### src/rtl/vscale_ifetch_queue.sv
// Instruction fetch front end: issues in-order fetches, pairs responses with their PCs and
// buffers up to two instructions. Define VSCALE_IFQ_BYPASS_EN to let a response reach decode in its arrival cycle.
module vscale_ifetch_queue #(
  parameter int                 XPR_LEN    = 32,
  parameter int                 INST_WIDTH = 32,
  parameter logic [XPR_LEN-1:0] START_ADDR = 32'h200
) (
  input  logic                  clk,
  input  logic                  reset,
  input  logic [XPR_LEN-1:0]    PC_PIF,
  input  logic                  redirect,
  output logic [XPR_LEN-1:0]    PC_IF,
  output logic                  imem_req_valid,
  input  logic                  imem_req_ready,
  output logic [XPR_LEN-1:0]    imem_addr,
  input  logic                  imem_resp_valid,
  input  logic [INST_WIDTH-1:0] imem_rdata,
  output logic                  inst_valid,
  input  logic                  inst_ready,
  output logic [INST_WIDTH-1:0] inst_out,
  output logic [XPR_LEN-1:0]    PC_out
);

  logic [XPR_LEN-1:0]    r_pc_if;
  logic [1:0]            r_out_cnt;
  logic [1:0]            r_occ;
  logic [1:0]            r_drop_cnt;
  logic [XPR_LEN-1:0]    r_addr_mem [2];
  logic                  r_addr_wr;
  logic                  r_addr_rd;
  logic [INST_WIDTH-1:0] r_inst_mem [2];
  logic [XPR_LEN-1:0]    r_ipc_mem  [2];
  logic                  r_inst_wr;
  logic                  r_inst_rd;

  logic [2:0]            w_sum;
  logic                  w_req_hs;
  logic                  w_resp_keep;
  logic                  w_head_valid;
  logic                  w_bypass;
  logic                  w_push;
  logic                  w_pop;
  logic [1:0]            w_out_cnt_next;
  logic [1:0]            w_occ_next;
  logic [1:0]            w_drop_cnt_next;

  // Requests only go out while every possible response already has a queue slot.
  assign w_sum          = {1'b0, r_out_cnt} + {1'b0, r_occ};
  assign imem_req_valid = !reset && !redirect && (w_sum < 3'd2);
  assign imem_addr      = r_pc_if;
  assign PC_IF          = r_pc_if;
  assign w_req_hs       = imem_req_valid && imem_req_ready;

  assign w_resp_keep    = imem_resp_valid && !redirect && (r_drop_cnt == 2'd0);
  assign w_head_valid   = (r_occ != 2'd0);

`ifdef VSCALE_IFQ_BYPASS_EN
  assign w_bypass = w_resp_keep && !w_head_valid;
`else
  assign w_bypass = 1'b0;
`endif

  assign inst_valid = w_head_valid || w_bypass;
  assign inst_out   = w_bypass ? imem_rdata : r_inst_mem[r_inst_rd];
  assign PC_out     = w_bypass ? r_addr_mem[r_addr_rd] : r_ipc_mem[r_inst_rd];

  // A flush wins over a pop in the same cycle.
  assign w_pop  = w_head_valid && inst_ready && !redirect;
  assign w_push = w_resp_keep && !(w_bypass && inst_ready);

  always_comb begin
    w_out_cnt_next = r_out_cnt;
    if (w_req_hs && !imem_resp_valid && r_out_cnt != 2'd2) begin
      w_out_cnt_next = r_out_cnt + 2'd1;
    end else if (!w_req_hs && imem_resp_valid && r_out_cnt != 2'd0) begin
      w_out_cnt_next = r_out_cnt - 2'd1;
    end
  end

  always_comb begin
    w_occ_next = r_occ;
    if (redirect) begin
      w_occ_next = 2'd0;
    end else if (w_push && !w_pop && r_occ != 2'd2) begin
      w_occ_next = r_occ + 2'd1;
    end else if (w_pop && !w_push) begin
      w_occ_next = r_occ - 2'd1;
    end
  end

  // Everything still in flight after this cycle's response belongs to the abandoned path.
  always_comb begin
    w_drop_cnt_next = r_drop_cnt;
    if (redirect) begin
      w_drop_cnt_next = (imem_resp_valid && r_out_cnt != 2'd0) ? r_out_cnt - 2'd1 : r_out_cnt;
    end else if (imem_resp_valid && r_drop_cnt != 2'd0) begin
      w_drop_cnt_next = r_drop_cnt - 2'd1;
    end
  end

  always_ff @(posedge clk) begin
    if (reset) begin
      r_pc_if    <= START_ADDR;
      r_out_cnt  <= 2'd0;
      r_occ      <= 2'd0;
      r_drop_cnt <= 2'd0;
      r_addr_wr  <= 1'b0;
      r_addr_rd  <= 1'b0;
      r_inst_wr  <= 1'b0;
      r_inst_rd  <= 1'b0;
    end else begin
      if (w_req_hs || redirect) begin
        r_pc_if <= PC_PIF;
      end
      r_out_cnt  <= w_out_cnt_next;
      r_occ      <= w_occ_next;
      r_drop_cnt <= w_drop_cnt_next;
      if (w_req_hs) begin
        r_addr_wr <= ~r_addr_wr;
      end
      // Dropped responses still retire their address entry.
      if (imem_resp_valid) begin
        r_addr_rd <= ~r_addr_rd;
      end
      if (redirect) begin
        r_inst_wr <= 1'b0;
        r_inst_rd <= 1'b0;
      end else begin
        if (w_push) begin
          r_inst_wr <= ~r_inst_wr;
        end
        if (w_pop) begin
          r_inst_rd <= ~r_inst_rd;
        end
      end
    end
  end

  always_ff @(posedge clk) begin
    if (reset) begin
      r_addr_mem[0] <= '0;
      r_addr_mem[1] <= '0;
      r_inst_mem[0] <= '0;
      r_inst_mem[1] <= '0;
      r_ipc_mem[0]  <= '0;
      r_ipc_mem[1]  <= '0;
    end else begin
      if (w_req_hs) begin
        r_addr_mem[r_addr_wr] <= r_pc_if;
      end
      if (w_push) begin
        r_inst_mem[r_inst_wr] <= imem_rdata;
        r_ipc_mem[r_inst_wr]  <= r_addr_mem[r_addr_rd];
      end
    end
  end

endmodule

### config.mk
export PLATFORM = sky130hd
export DESIGN_NAME = vscale_ifetch_queue
export DESIGN_NICKNAME = d
export VERILOG_FILES = /design/src/rtl/vscale_ifetch_queue.sv
export SDC_FILE = /design/constraint.sdc
export NUM_CORES = 1
export LEC_CHECK = 0
export BUFFER_PORTS_ARGS = -buffer_cell sky130_fd_sc_hd__buf_2
export CORE_ASPECT_RATIO = 0.5
export CORE_MARGIN = 2
export CORE_UTILIZATION = 50
export CTS_BUF_LIST = sky130_fd_sc_hd__clkbuf_2
export DETAILED_ROUTE_END_ITERATION = 6
export GPL_TIMING_DRIVEN = 0
export HOLD_SLACK_MARGIN = 0.15
export PLACE_DENSITY = 0.73
export SYNTH_ARGS = -nofsm -noshare
export SYNTH_HDL_FRONTEND = slang
export SYNTH_SLANG_ARGS = --single-unit
export TNS_END_PERCENT = 100
### constraint.sdc
create_clock -name clk -period 10.75 [get_ports clk]
set_input_delay 0.5375 -clock clk [delete_from_list [all_inputs] [get_ports clk]]
set_output_delay 0.5375 -clock clk [all_outputs]
set_load 0.05 [all_outputs]
==> impl_metrics.tcl <==
set metrics [dict create \
    maxSlewViolCount 0 \
    ff_latch_count_synth 236 \
    rsz0062_at_grt "false" \
    dieArea_um2 21400 \
    accumulated_negative_setup_slack_ns 0 \
    critical_path_required_ns 10.21 \
    post-route-min-period_ns 3.41 \
    power_density_nw_per_um2 170 \
    synth_top_area_share 0.571 \
    cts-root-to-sink-buffers 3 \
    synth_common_cells "sky130_fd_sc_hd__edfxtp_1 (192), sky130_fd_sc_hd__and2_1 (98), sky130_fd_sc_hd__nor2_1 (79)" \
    clock_skew_ns 0.0525 \
    grt-ovfl-total 0 \
    finalHoldWorstSlack_ns 0.234 \
    floorplan.die.width_um 205 \
    nFillCells 1526 \
    largest_net_degree_at_the_start_of_global_routing 65 \
    ys_seq_area_frac 0.659 \
    critical_path.max_fanout 10 \
    cts_buffers 52 \
    layout-drive-gt1-share 0.358 \
    avgViaCountPerCell 4.91 \
    nature_of_the_critical_path_startpoint "flop" \
    ys_dominant_reg_cell "sky130_fd_sc_hd__edfxtp_1" \
    hpwl_mm 15.1 \
    synth_warnings 0 \
    timing.critical_path.to_type "output pin" \
    synth_top_cell_by_area "sky130_fd_sc_hd__edfxtp_1" \
    clock-root-buffer "sky130_fd_sc_hd__clkbuf_2" \
    synth.most_common_cell "sky130_fd_sc_hd__edfxtp_1" \
    drt_pre_antenna_iters 4 \
    critical_path.top_delay_family "buffers and inverters" \
    tritoncts_num_sinks 236 \
    later_pin_clock_latency_in_the_skew_report_ns 0.79 \
    crit_path_top_delay_cell "sky130_fd_sc_hd__clkbuf_1" \
    synth-async-reset-ratio 0 \
    timing.critical_path.buf_inv 3 \
    synth_nets 851 \
    drc 0 \
    worstPathCellList "clkbuf_1 -> clkbuf_1 -> mux2_2 -> buf_2" \
    first_global_vias 7009 \
    drt.antenna.violating_nets 0 \
    met3_wirelength_mm 1.16 \
    clk_transition_reported_paths_ns 0.11 \
    power_after_layout_mw 2.15 \
    final_cells 1412 \
    drtIter0Drc 305 \
    buffers_added_on_ports 197 \
    final_wirelength_mm 23.2 \
    layout_worst_path_cycle_share 0.317 \
    synthesis.instances 777 \
    post_dp_cell_area_um2 11500 \
    post_drt_wl_per_cell_um 16.4 \
    floorplan.rows 36 \
    groute.usage.overall 0.215 \
    top_signal_layer_used "met4" \
    min-delay-path-class "input port to flop" \
    endpoint_arrival_time_on_the_critical_path_ns 2.87 \
    run_status "completed" \
    syn2layout_area_growth_pct 25.7 \
    vdd_drop_max_mv 0.0774 \
    crit_path_top_cell_by_count "sky130_fd_sc_hd__clkbuf_1" \
    power.leakage_nw 5.50 \
    cell_area_after_technology_mapping_um2 10100 \
    place_congestion 0.828 \
    clock.fmax_mhz 294 \
    tritoncts_clock_tree "built" \
    wl_met2_mm 11.4 \
    synth-edff-count 192 \
    post_cts_buffers 0 \
    placed_cells 1244 \
    synth.avg_cell_area_um2 13.0 \
    antenna_found_initial 1 \
    fin_nets 1176 \
    max_slew.worst_pin.slew_ns 0.928 \
    grt_pass1_wl_mm 35.7 \
    slew-limit-headroom 0.381 \
    max_cap_violations 0 \
    post_synth_main_area_contributors "sky130_fd_sc_hd__edfxtp_1 (57%), sky130_fd_sc_hd__dfxtp_1 (8.7%), sky130_fd_sc_hd__mux2_2 (7.3%)" \
    ys_types 41 \
    wl_met1_mm 10.2 \
    hold_viol_final 0 \
    postLayoutCellArea_um2 12700 \
    utilization 0.646 \
    worst_slack_ns 7.34 \
    pre_cts_slack_ns 7.39 \
    setup_viol_count_final 0 \
    initial_core_util 0.514 \
    core_um2 19600 \
    routed-via-count 6936 \
    htree_num_levels 2 \
    floorplan.die.height_um 104 \
    criticalPathCategory "flop to output pin" \
    ports_placed_on_the_boundary 200 \
    slowest_delay_ns 0.60 \
]
## area by class of cell
class	instances	area, µm²	share of cell area
Clock buffer	84	420	0.0331
Sequential cell	236	6650	0.524
Multi-Input combinational cell	456	2990	0.235
Timing Repair Buffer	271	1760	0.139
Buffer	80	469	0.0370
Inverter	5	18.8	0.00148
Tap cell	266	333	0.0262
Clock inverter	13	50.0	0.00395
Antenna cell	1	2.50	0.000197
## routing by layer
metal,up-vias,global-route usage
met5,-,0
li1,3371,-
met2,191,0.364
met1,3340,0.279
met3,34,0.0461
met4,0,0.0653
## worst paths after layout
kind | to | start | slack, ns | cells after the start
setup reg to reg | r_inst_mem[1][7]$_SDFFCE_PN0P_ | r_drop_cnt[0]$_SDFFE_PP0P_ | 7.65 | 7
setup / recovery | PC_out[2] | flop | 7.34 | 4
hold / removal | r_drop_cnt[0]$_SDFFE_PP0P_ | imem_resp_valid | 0.23 | 3
hold reg to reg | PC_IF[16]$_SDFFE_PP0P_ | PC_IF[16]$_SDFFE_PP0P_ | 0.51 | 2
## power breakdown
| part | switching [mW] | internal (mW) |
|---|---|---|
| clock | 0.352 | 0.205 |
| combinational | 0.344 | 0.151 |
| sequential | 0.0336 | 1.07 |
## flip-flops by register name (all words and copies together), names as in the netlist, named ones only
register,flops
r_ipc_mem,64
r_addr_rd,1
r_inst_rd,1
r_addr_wr,1
r_addr_mem,64
r_out_cnt,2
r_occ,2
r_inst_wr,1
PC_IF,32
r_inst_mem,64
r_drop_cnt,2
## tightest hold or removal path, delay by kind of cell
kind	cells	cell delay [ns]
AOI/OAI and AO/OA	1	0.17
buffers and inverters	1	0.17
and+or+nand+nor	1	0.06
## cells by family (layout without fill, tap and decap cells)
kind of cell | after synthesis | in the layout | share of synthesized area
DFF | 236 | 236 | 0.659
other | 0 | 1 | 0
AOI/OAI and AO/OA | 49 | 49 | 0.0272
xor gates and xnor gates | 5 | 5 | 0.00434
buffers and inverters | 85 | 453 | 0.0484
muxes | 98 | 98 | 0.105
adders and majority gates | 4 | 4 | 0.00571
and+or+nand+nor | 300 | 300 | 0.150
## cells in the final DEF, fill, tap and decap left out, types with 2 or more instances in the layout
cell / Yosys / layout
sky130_fd_sc_hd__buf_2: 4 / 201
sky130_fd_sc_hd__edfxtp_1: 192 / 192
sky130_fd_sc_hd__and2_1: 98 / 98
sky130_fd_sc_hd__clkbuf_2: 5 / 89
sky130_fd_sc_hd__nor2_1: 79 / 79
sky130_fd_sc_hd__nand2_1: 72 / 71
sky130_fd_sc_hd__dlygate4sd3_1: 0 / 70
sky130_fd_sc_hd__mux2_2: 65 / 65
sky130_fd_sc_hd__dfxtp_1: 44 / 44
sky130_fd_sc_hd__a21oi_1: 37 / 37
sky130_fd_sc_hd__and3_1: 34 / 34
sky130_fd_sc_hd__clkbuf_1: 33 / 33
sky130_fd_sc_hd__mux2i_1: 33 / 33
sky130_fd_sc_hd__buf_4: 32 / 32
sky130_fd_sc_hd__clkinv_1: 0 / 10
sky130_fd_sc_hd__inv_1: 5 / 5
sky130_fd_sc_hd__buf_6: 5 / 5
sky130_fd_sc_hd__nor3_1: 4 / 4
sky130_fd_sc_hd__a31oi_1: 3 / 3
sky130_fd_sc_hd__xor2_1: 3 / 3
sky130_fd_sc_hd__ha_1: 3 / 3
sky130_fd_sc_hd__buf_8: 0 / 3
sky130_fd_sc_hd__or2_2: 2 / 2
sky130_fd_sc_hd__xnor2_1: 2 / 2
sky130_fd_sc_hd__nand2b_1: 2 / 2
sky130_fd_sc_hd__inv_2: 0 / 2
## what timing repair did
action / CTS / global route
gates resized for setup: 0 / 0
hold buffers: 70 / 0
hold endpoints to repair: 102 / 0
Power figures use the tool's default switching activity.
